--- src/rtl/cla_adder_pipe.sv ---
// cla_adder_pipe: parametrised two-stage pipelined carry-lookahead adder.
//   Stage 1 forms per-bit propagate/generate, group P/G and the group carries
//   from a second-level lookahead. Stage 2 expands each group carry across its
//   bits and forms the sum and the carry out.
//   Flow control is valid/ready on both sides, one add per cycle when unstalled.
// Optional feature: define CLA_OVERFLOW_EN to add the 'ovf' output
// (signed overflow, registered alongside sum/cout).
module cla_adder_pipe #(
  parameter int WIDTH = 8,  // multiple of GROUP, >= GROUP
  parameter int GROUP = 4   // 2..8
) (
  input  logic             clk,
  input  logic             rst,
  input  logic             in_valid,
  output logic             in_ready,
  input  logic [WIDTH-1:0] a,
  input  logic [WIDTH-1:0] b,
  input  logic             cin,
  output logic             out_valid,
  input  logic             out_ready,
  output logic [WIDTH-1:0] sum,
  output logic             cout
`ifdef CLA_OVERFLOW_EN
  ,
  output logic             ovf
`endif
);

  localparam int NG = WIDTH / GROUP;

  // Carry into position n of a (g, p) chain seeded by ci, written as a flat
  // sum of products so the depth does not grow as a ripple.
  function automatic logic cla_carry(input logic [WIDTH-1:0] g,
                                     input logic [WIDTH-1:0] p,
                                     input logic             ci,
                                     input int               n);
    logic c;
    logic term;
    c = ci;
    for (int m = 0; m < n; m++) c = c & p[m];
    for (int j = 0; j < n; j++) begin
      term = g[j];
      for (int m = j + 1; m < n; m++) term = term & p[m];
      c = c | term;
    end
    return c;
  endfunction

  // ---------------------------------------------------------------------
  // Handshake
  // ---------------------------------------------------------------------
  logic s1_valid;
  logic adv2;

  assign adv2     = ~out_valid | out_ready;
  assign in_ready = ~s1_valid | adv2;

  // ---------------------------------------------------------------------
  // Stage 1 combinational: bit p/g, group P/G, group carries
  // ---------------------------------------------------------------------
  logic [WIDTH-1:0] p_in;
  logic [WIDTH-1:0] g_in;
  logic [NG-1:0]    gp_in;
  logic [NG-1:0]    gg_in;
  logic [NG-1:0]    gc_in;

  assign p_in = a ^ b;
  assign g_in = a & b;

  // Group propagate/generate, then the second-level lookahead for group carries.
  always_comb begin
    // NOTE: every variable gets a default before any conditional or looped
    // assignment so no path leaves it holding an old value (no latch).
    gp_in = '0;
    gg_in = '0;
    gc_in = '0;
    for (int k = 0; k < NG; k++) begin
      gp_in[k] = &p_in[k*GROUP +: GROUP];
      gg_in[k] = cla_carry(WIDTH'(g_in[k*GROUP +: GROUP]),
                           WIDTH'(p_in[k*GROUP +: GROUP]), 1'b0, GROUP);
    end
    for (int k = 0; k < NG; k++) begin
      gc_in[k] = cla_carry(WIDTH'(gg_in), WIDTH'(gp_in), cin, k);
    end
  end

  // ---------------------------------------------------------------------
  // Stage 1 registers
  // ---------------------------------------------------------------------
  logic [WIDTH-1:0] s1_p;
  logic [WIDTH-1:0] s1_g;
  logic [NG-1:0]    s1_gp;
  logic [NG-1:0]    s1_gg;
  logic [NG-1:0]    s1_gc;
  logic             s1_cin;

  // Capture a new operand set whenever stage 1 is free to move.
  always_ff @(posedge clk or posedge rst) begin
    // NOTE: clocked state uses non-blocking assignments so every register
    // samples pre-edge values regardless of block evaluation order.
    if (rst) begin
      s1_valid <= 1'b0;
      s1_p     <= '0;
      s1_g     <= '0;
      s1_gp    <= '0;
      s1_gg    <= '0;
      s1_gc    <= '0;
      s1_cin   <= 1'b0;
    end else if (in_ready) begin
      s1_valid <= in_valid;
      if (in_valid) begin
        s1_p   <= p_in;
        s1_g   <= g_in;
        s1_gp  <= gp_in;
        s1_gg  <= gg_in;
        s1_gc  <= gc_in;
        s1_cin <= cin;
      end
    end
  end

  // ---------------------------------------------------------------------
  // Stage 2 combinational: in-group lookahead and word carry out
  // ---------------------------------------------------------------------
  logic [WIDTH-1:0] sum_nxt;
  logic             cout_nxt;
  logic             c_bit;

  // Expand each registered group carry across its bits; word carry out from group P/G.
  always_comb begin
    sum_nxt = '0;
    c_bit   = 1'b0;
    for (int k = 0; k < NG; k++) begin
      for (int i = 0; i < GROUP; i++) begin
        c_bit = cla_carry(WIDTH'(s1_g[k*GROUP +: GROUP]),
                          WIDTH'(s1_p[k*GROUP +: GROUP]), s1_gc[k], i);
        sum_nxt[k*GROUP + i] = s1_p[k*GROUP + i] ^ c_bit;
      end
    end
    cout_nxt = cla_carry(WIDTH'(s1_gg), WIDTH'(s1_gp), s1_cin, NG);
  end

`ifdef CLA_OVERFLOW_EN
  // Carry into the sign bit, for signed overflow detection.
  logic msb_c;
  assign msb_c = cla_carry(WIDTH'(s1_g[WIDTH-GROUP +: GROUP]),
                           WIDTH'(s1_p[WIDTH-GROUP +: GROUP]),
                           s1_gc[NG-1], GROUP - 1);
`endif

  // ---------------------------------------------------------------------
  // Stage 2 registers / outputs
  // ---------------------------------------------------------------------
  // Load the result when the consumer side can move; hold everything while stalled.
  always_ff @(posedge clk or posedge rst) begin
    if (rst) begin
      out_valid <= 1'b0;
      sum       <= '0;
      cout      <= 1'b0;
`ifdef CLA_OVERFLOW_EN
      ovf       <= 1'b0;
`endif
    end else if (adv2) begin
      out_valid <= s1_valid;
      if (s1_valid) begin
        sum  <= sum_nxt;
        cout <= cout_nxt;
`ifdef CLA_OVERFLOW_EN
        ovf  <= msb_c ^ cout_nxt;
`endif
      end
    end
  end

endmodule

--- config.mk ---
export PLATFORM = sky130hd
export DESIGN_NAME = cla_adder_pipe
export DESIGN_NICKNAME = d
export VERILOG_FILES = /design/src/rtl/cla_adder_pipe.sv
export SDC_FILE = /design/constraint.sdc
export NUM_CORES = 1
export LEC_CHECK = 0
export ABC_AREA = 1
export BUFFER_PORTS_ARGS = -buffer_cell sky130_fd_sc_hd__buf_4
export CORE_MARGIN = 4
export CORE_UTILIZATION = 53
export DETAILED_ROUTE_END_ITERATION = 16
export PLACE_DENSITY = 0.76
export SLEW_MARGIN = 20
export SYNTH_ARGS = -nofsm -noshare
export SYNTH_HDL_FRONTEND = slang
export SYNTH_SLANG_ARGS = --single-unit
--- constraint.sdc ---
create_clock -name clk -period 1.4 [get_ports clk]
set_clock_uncertainty 0.2 [all_clocks]
set_input_delay 0.28 -clock clk [delete_from_list [all_inputs] [get_ports clk]]
set_output_delay 0.28 -clock clk [all_outputs]
set_load 0.02 [all_outputs]
==> metrics.md, run 1 <==
| Metric | Value |
|---|---|
| Crit-path max FO | `2` |
| Share of post-route cells with drive strength above 1 | `0.3260` |
| Worst Max-Slew Pin Slew | `roughly 0.38 ns` |
| DR WL/cell | `12.57 µm` |
| Kind of critical path | `flip-flop to output port` |
| Clk buf depth | `2` |
| Die width | `61.91 µm` |
| Router iterations before antenna repair | `4` |
| Synth top area cells | `dfrtp_1 (50%), nand2_1 (17%), ha_1 (8.1%)` |
| WP data arrival | `0.98 ns` |
| Post-synthesis sequential area ratio | `0.5037` |
| Worst Hold Class | `input pin to flip-flop` |
| DR vias | `1315` |
| Synth top cells by count | `nand2_1 (71), dfrtp_1 (31), inv_1 (14), nand3_1 (14), ha_1 (10)` |
| Yosys cell types | `20` |
| Final ANT Viol Nets | `0` |
| CTS Buf Count | `5` |
| Worst hold slack | `0.08675 ns` |
| IO buf count | `31` |
| Final hold vios | `0` |
| Global route hottest layer | `met2` |
| Met3 Use GR | `0.05372` |
| Synth Instances | `178` |
| Hpwl dp | `around 2300 µm` |
| Largest net degree at the start of global routing | `32` |
| Biggest area consumer among synthesized cells | `dfrtp_1` |
| Routed vias/inst | `slightly above 5` |
| RSZ-0062 raised after global routing | `yes` |
| Leakage | `~1.1 nW` |
| Cell Pwr Density | `between 1000 and 1500 nW/µm²` |
| GPL Wtd Cong | `0.8060` |
| Mapped Area | `around 1500 µm²` |
| Number of synthesized register bits | `31` |
| Met1 usage | `0.2592` |
| Upper clock frequency limit | `684.2 MHz` |
| # clock sinks | `31` |
| Area grow syn2layout | `33.63%` |
| Row count | `19` |
| Net Count, Synth | `around 210` |
| Initial Utilization | `0.5585` |
| CP endpoint kind | `output port` |
| Number of DRC markers in iteration 0 | `67` |
| Tmin final | `approximately 1.5 ns` |
| CP startpoint kind | `flip-flop` |
| Most used DFF post-synth | `dfrtp_1` |
| Top Ports | `32` |
| Fin. max-slew vios | `0` |
| Die area | `approximately 3800 µm²` |
| Core Util, Final | `0.7464` |
| CTS tree | `yes` |
| # Max-Cap Violations | `0` |
| Met2 Use GR | `0.2780` |
| Clk pin slew, worst setup/hold paths | `~0.1 ns` |
| Ant diodes | `0` |
| Failing checks | `negative setup slack` |
| Final period util | `1.044` |
| Vert. Die Dim | `61.91 µm` |
| Setup WS post-layout | `-0.06158 ns` |
| CTS H-tree depth | `2` |
| Count leader, synth | `nand2_1` |
| Setup-failing EPs final | `2` |
| Number of synthesized flops with an enable pin | `0` |
| Yosys Warn Count | `0` |
| GRT overflow | `0` |
| Slew HR | `0.7452` |
| GRT Resource Usage Total | `0.1850` |
| Initial antenna violation count | `0` |
| Core area | `between 2000 and 3000 µm²` |
| CP required | `~0.9 ns` |
| Worst skew pair latency | `around 0.33 ns` |
| First-pass GRT wire length | `5244 µm` |
| Outcome | `finished with violations` |
| Vias in the first global route | `~1200` |
| Nets@finish | `about 260` |
| Total wire length | `between 3000 and 4000 µm` |
| Worst vdd rail ir drop | `around 1.2 mV` |
| Top cell type's share of synthesized area | `0.5037` |
| Async SR Flop Fraction | `1.000` |
| # DRC | `0` |
| Clk root buf | `clkbuf_4` |
| Fill count | `approximately 200` |
| Mean Syn Cell Area | `~8.7 µm²` |
## path summary, 6_finish.rpt
kind	slack [ns]	depth (start not counted)	to	startpoint
min reg2reg	0.28	2	sum[3]	sum[3]
min	0.09	4	s1_p[6]	b[6]
max	-0.06	2	in_ready	s1_valid
max reg2reg	0.02	6	s1_gc[1]	s1_valid
max in group asynchronous	0.34	4	s1_gc[1]	rst
min in group asynchronous	0.38	4	s1_g[6]	rst
## report_power, final
group	leakage, nW	total [mW]	switching (mW)	internal, mW
clock network	0.0482	0.730	0.309	0.422
logic	0.639	0.954	0.522	0.432
registers	0.385	1.24	0.150	1.09
## state kept, by name (all words and copies together), names as in the netlist
signal and cells:
cout 1, out_valid 1, s1_g 6, s1_gc 2, s1_gg 2, s1_gp 2
s1_p 8, s1_valid 1, sum 8
## layer usage
layer | wire length, µm | part of all wire
met4 | 27 | 0.0083
met3 | 194 | 0.060
met2 | 1517 | 0.47
met5 | 0 | 0
met1 | 1505 | 0.46
## area by class of cell
type / instances / area (µm²) / area share
Sequential cell: 31 / 775.7 / 0.3769
Multi-Input combinational cell: 127 / 720.7 / 0.3502
Timing Repair Buffer: 43 / 346.6 / 0.1684
Inverter: 16 / 76.32 / 0.03708
Clock buffer: 6 / 51.30 / 0.02492
Tap cell: 31 / 38.79 / 0.01885
Clock inverter: 2 / 35.03 / 0.01702
Timing Repair inverter: 2 / 13.76 / 0.006687
## metrics by stage
stage / power (mW) / TNS (ns) / std cells / worst slack, ns / cell area (µm²)
after floorplan: 1.752 / 0 / 178 / 0.01563 / 1548
after global placement: 2.078 / 0 / 243 / 0.002033 / 1837
after detailed placement: 2.100 / -0.1086 / 243 / -0.04061 / 1837
after CTS: 2.849 / -0.1053 / 255 / -0.07123 / 1964
after global routing: 3.116 / -0.4217 / 258 / -0.1149 / 2058
final: 2.926 / -0.07846 / 258 / -0.06158 / 2058
## kinds of logic (layout without fill, tap and decap cells)
group | after synthesis | in the layout | synth area share
AND/OR/NAND/NOR | 95 | 95 | 0.2575
flip-flops | 31 | 31 | 0.5037
AO/OA/AOI/OAI | 22 | 22 | 0.09423
buffers and inverters | 20 | 69 | 0.06336
adder cells (fa/ha/maj) | 10 | 10 | 0.08123
## worst max-delay path, stage by stage, from the launching register on
cell and delay [ns]:
dfrtp_1 0.43, nand3_4 0.11, buf_6 0.12
## cells in the final DEF, fill, tap and decap left out, types with 2 or more instances in the layout
| cell type | instances |
|---|---|
| nand2_1 | 66 |
| buf_4 | 36 |
| dfrtp_1 | 31 |
| inv_1 | 14 |
| nand3_1 | 11 |
| ha_1 | 8 |
| o21ai_2 | 7 |
| o21ai_0 | 6 |
| nand2_2 | 5 |
| clkbuf_4 | 5 |
| buf_6 | 5 |
| a21oi_1 | 4 |
| nand3_2 | 3 |
| nor2_1 | 3 |
| o21ai_1 | 3 |
| nand4_1 | 2 |
| nor3_1 | 2 |
| ha_2 | 2 |
| dlygate4sd3_1 | 2 |
## timing repair
action / CTS / global route
gates cloned: 0 / 2
resized for setup: 2 / 22
hold endpoints to repair: 32 / 0
pin swaps: 1 / 8
endpoints found under the setup margin: 3 / 23
buffers inserted: 2 / 1
hold buffers: 2 / 0
Power figures use the tool's default switching activity.
==> run 2, diff against run 1 <==
--- a/config.mk
+++ b/config.mk
@@ -7,10 +7,13 @@
 export LEC_CHECK = 0
 export ABC_AREA = 1
 export BUFFER_PORTS_ARGS = -buffer_cell sky130_fd_sc_hd__buf_4
+export CELL_PAD_IN_SITES_DETAIL_PLACEMENT = 1
+export CELL_PAD_IN_SITES_GLOBAL_PLACEMENT = 2
 export CORE_MARGIN = 4
-export CORE_UTILIZATION = 53
+export CORE_UTILIZATION = 31
 export DETAILED_ROUTE_END_ITERATION = 16
-export PLACE_DENSITY = 0.76
+export MAX_ROUTING_LAYER = met4
+export PLACE_DENSITY = 0.75
 export SLEW_MARGIN = 20
 export SYNTH_ARGS = -nofsm -noshare
 export SYNTH_HDL_FRONTEND = slang
==> metrics.md, run 2 (synthesis results as in run 1) <==
| Metric | Value |
|---|---|
| Outcome | `finished with violations (unchanged)` |
| Failing checks | `negative setup slack (unchanged)` |
| Largest net degree at the start of global routing | `32 (unchanged)` |
| Initial antenna violation count | `0 (unchanged)` |
| Final hold vios | `0 (unchanged)` |
| Total wire length | `3873 µm (was 3244 µm)` |
| Worst vdd rail ir drop | `0.4695 mV (was 1.184 mV)` |
| # clock sinks | `31 (unchanged)` |
| GRT Resource Usage Total | `0.1429 (was 0.1850)` |
| Crit-path max FO | `3 (was 2)` |
| GRT overflow | `0 (unchanged)` |
| Setup WS post-layout | `-0.01053 ns (was -0.06158 ns)` |
| Worst Hold Class | `input pin to flip-flop (unchanged)` |
| Final period util | `1.008 (was 1.044)` |
| DR vias | `1347 (was 1315)` |
| Initial Utilization | `0.3239 (was 0.5585)` |
| CTS H-tree depth | `2 (unchanged)` |
| Commonest non-fill, non-tap cell in the layout | `nand2_1 (unchanged)` |
| P_int | `1.887 mW (was 1.944 mW)` |
| CTS Buf Count | `5 (unchanged)` |
| Switch share | `0.3441 (was 0.3354)` |
| Routed vias/inst | `4.520 (was 5.097)` |
| Top Registers | `s1_p (8), sum (8), s1_g (6) (unchanged)` |
| Clk buf depth | `2 (unchanged)` |
| Share of post-route cells with drive strength above 1 | `0.3420 (was 0.3260)` |
| DR WL/cell | `13.00 µm (was 12.57 µm)` |
| Final std cells w/o fill | `298 (was 258)` |
| Top Ports | `32 (unchanged)` |
| Kind of critical path | `flip-flop to output port (unchanged)` |
| Clk pin slew, worst setup/hold paths | `0.06 ns (was 0.10 ns)` |
| Number of DRC markers in iteration 0 | `11 (was 67)` |
| Vert. Die Dim | `78.49 µm (was 61.91 µm)` |
| Leakage | `1.099 nW (was 1.073 nW)` |
| Cell Pwr Density | `1351 nW/µm² (was 1421 nW/µm²)` |
| IO buf count | `31 (unchanged)` |
| Final Cell Area | `2130 µm² (was 2058 µm²)` |
| Slew HR | `0.7871 (was 0.7452)` |
| # DRC | `0 (unchanged)` |
| Combinational power share | `0.339 (was 0.326)` |
| FF-to-FF path depth | `7 (was 6)` |
| Tmin final | `1.411 ns (was 1.462 ns)` |
| CP required | `0.92 ns (about the same)` |
| Router iterations before antenna repair | `4 (unchanged)` |
| Final ANT Viol Nets | `0 (unchanged)` |
| Area grow syn2layout | `38.26% (was 33.63%)` |
| First-pass GRT wire length | `6679 µm (was 5244 µm)` |
| Hpwl dp | `3109 µm (was 2303 µm)` |
| CP endpoint kind | `output port (unchanged)` |
| CP startpoint kind | `flip-flop (unchanged)` |
| WP data arrival | `0.93 ns (was 0.98 ns)` |
| Core area | `4755 µm² (was 2758 µm²)` |
| CP startpoint | `out_valid (was s1_valid)` |
| Area after DPL | `1967 µm² (was 1837 µm²)` |
| Die area | `6160 µm² (was 3833 µm²)` |
| Clk root buf | `clkbuf_8 (was clkbuf_4)` |
| Reg2reg start | `s1_gc[0] (was s1_valid)` |
| Fin. max-slew vios | `0 (unchanged)` |
| Worst Max-Slew Pin Slew | `0.3169 ns (was 0.3822 ns)` |
| Core Util, Final | `0.4479 (was 0.7464)` |
| Die width | `78.49 µm (was 61.91 µm)` |
| CTS tree | `yes (unchanged)` |
| GPL Wtd Cong | `0.7458 (was 0.8060)` |
| Most frequent cells in the layout | `nand2_1 (66), buf_4 (44), dfrtp_1 (30) (was nand2_1 (66), buf_4 (36), dfrtp_1 (31))` |
| Worst skew pair latency | `0.28 ns (was 0.33 ns)` |
| FF-to-FF End | `sum[3] (was s1_gc[1])` |
| Crit path to | `in_ready (unchanged)` |
| Upper clock frequency limit | `709.0 MHz (was 684.2 MHz)` |
| # Max-Cap Violations | `0 (unchanged)` |
| Ant diodes | `0 (unchanged)` |
| Switch Pwr | `0.9901 mW (was 0.9811 mW)` |
| DP Cell Count | `287 (was 243)` |
| Vias in the first global route | `1439 (was 1216)` |
| Nets@finish | `261 (was 257)` |
| Flop-to-flop setup slack | `0.06 ns (was 0.02 ns)` |
| Row count | `25 (was 19)` |
| Share of power burned in registers | `0.432 (was 0.424)` |
| Setup tns final | `-0.01053 ns (was -0.07846 ns)` |
| RSZ-0062 raised after global routing | `yes (unchanged)` |
| Setup-failing EPs final | `1 (was 2)` |
| Clock share of power | `0.230 (was 0.250)` |
==> run 2: cell types whose count changed in the layout (fill, tap and decap cells not counted), sizes merged <==
| cell | previous run | this run |
|---|---|---|
| buf | 41 | 48 |
| clkinvlp | 2 | 0 |
| bufinv | 1 | 0 |
| clkbuf | 6 | 7 |
| dlygate4sd3 | 2 | 1 |
==> run 2: worst min path at each step <==
stage,startpoint,end,slack [ns],cells after the start
3_5_place_dp,rst,sum[4],0.15,3
5_1_grt,cin,s1_gc[0],0.01,3
6_report,cin,s1_gc[0],0.02,3
3_3_place_gp,rst,sum[5],0.14,3
4_1_cts,cin,s1_gc[0],0.01,3
2_1_floorplan,rst,cout,0.18,1
==> run 2: layout make-up <==
class / instances / area [µm²]
Fill cell: 602 / 2625
Sequential cell: 31 / 777.0
Multi-Input combinational cell: 127 / 721.9
Timing Repair Buffer: 49 / 402.9
Tap cell: 67 / 83.83
Clock buffer: 7 / 76.32
Inverter: 16 / 62.56
Clock inverter: 1 / 5.005
==> run 2: worst max-delay path, cell delays in order (launching register included) <==
cell     delay (ns)
dfrtp_2        0.44
nand3_4        0.09
buf_6          0.12
==> run 2: power by group through the flow <==
stage	Combinational (mW)	Sequential, mW	Clock, mW
floorplan	0.395	1.36	0
global placement	0.912	1.24	0
detailed placement	0.937	1.25	0
CTS	0.949	1.24	0.695
global route	1.09	1.28	0.735
finish	0.974	1.24	0.661
==> run 2: metrics by stage <==
stage                     hold WS, ns  power, mW  setup slack [ns]
after floorplan                0.1835      1.752           0.01563
after global placement         0.1407      2.148         -0.002532
after detailed placement       0.1502      2.190           -0.1820
after CTS                     0.01310      2.882          -0.04804
after global routing          0.01417      3.100          -0.05014
final                         0.01654      2.877          -0.01053
==> run 2: repair_timing <==
| item | in CTS | in global routing |
|---|---|---|
| resized for setup | 1 | 18 |
| hold buffers | 1 | 0 |
| endpoints found under the hold margin | 31 | 0 |
| setup buffers | 1 | 1 |
| pin swaps | 1 | 7 |
| endpoints found under the setup margin | 1 | 9 |
==> run 2: routing by layer <==
metal  GRT usage  up-vias  part of all wire
li1            -      676                 -
met1      0.1768      637              0.47
met2      0.2260       27              0.47
met3     0.02982        7             0.036
met4     0.06294        0             0.019
met5           -        -                 0
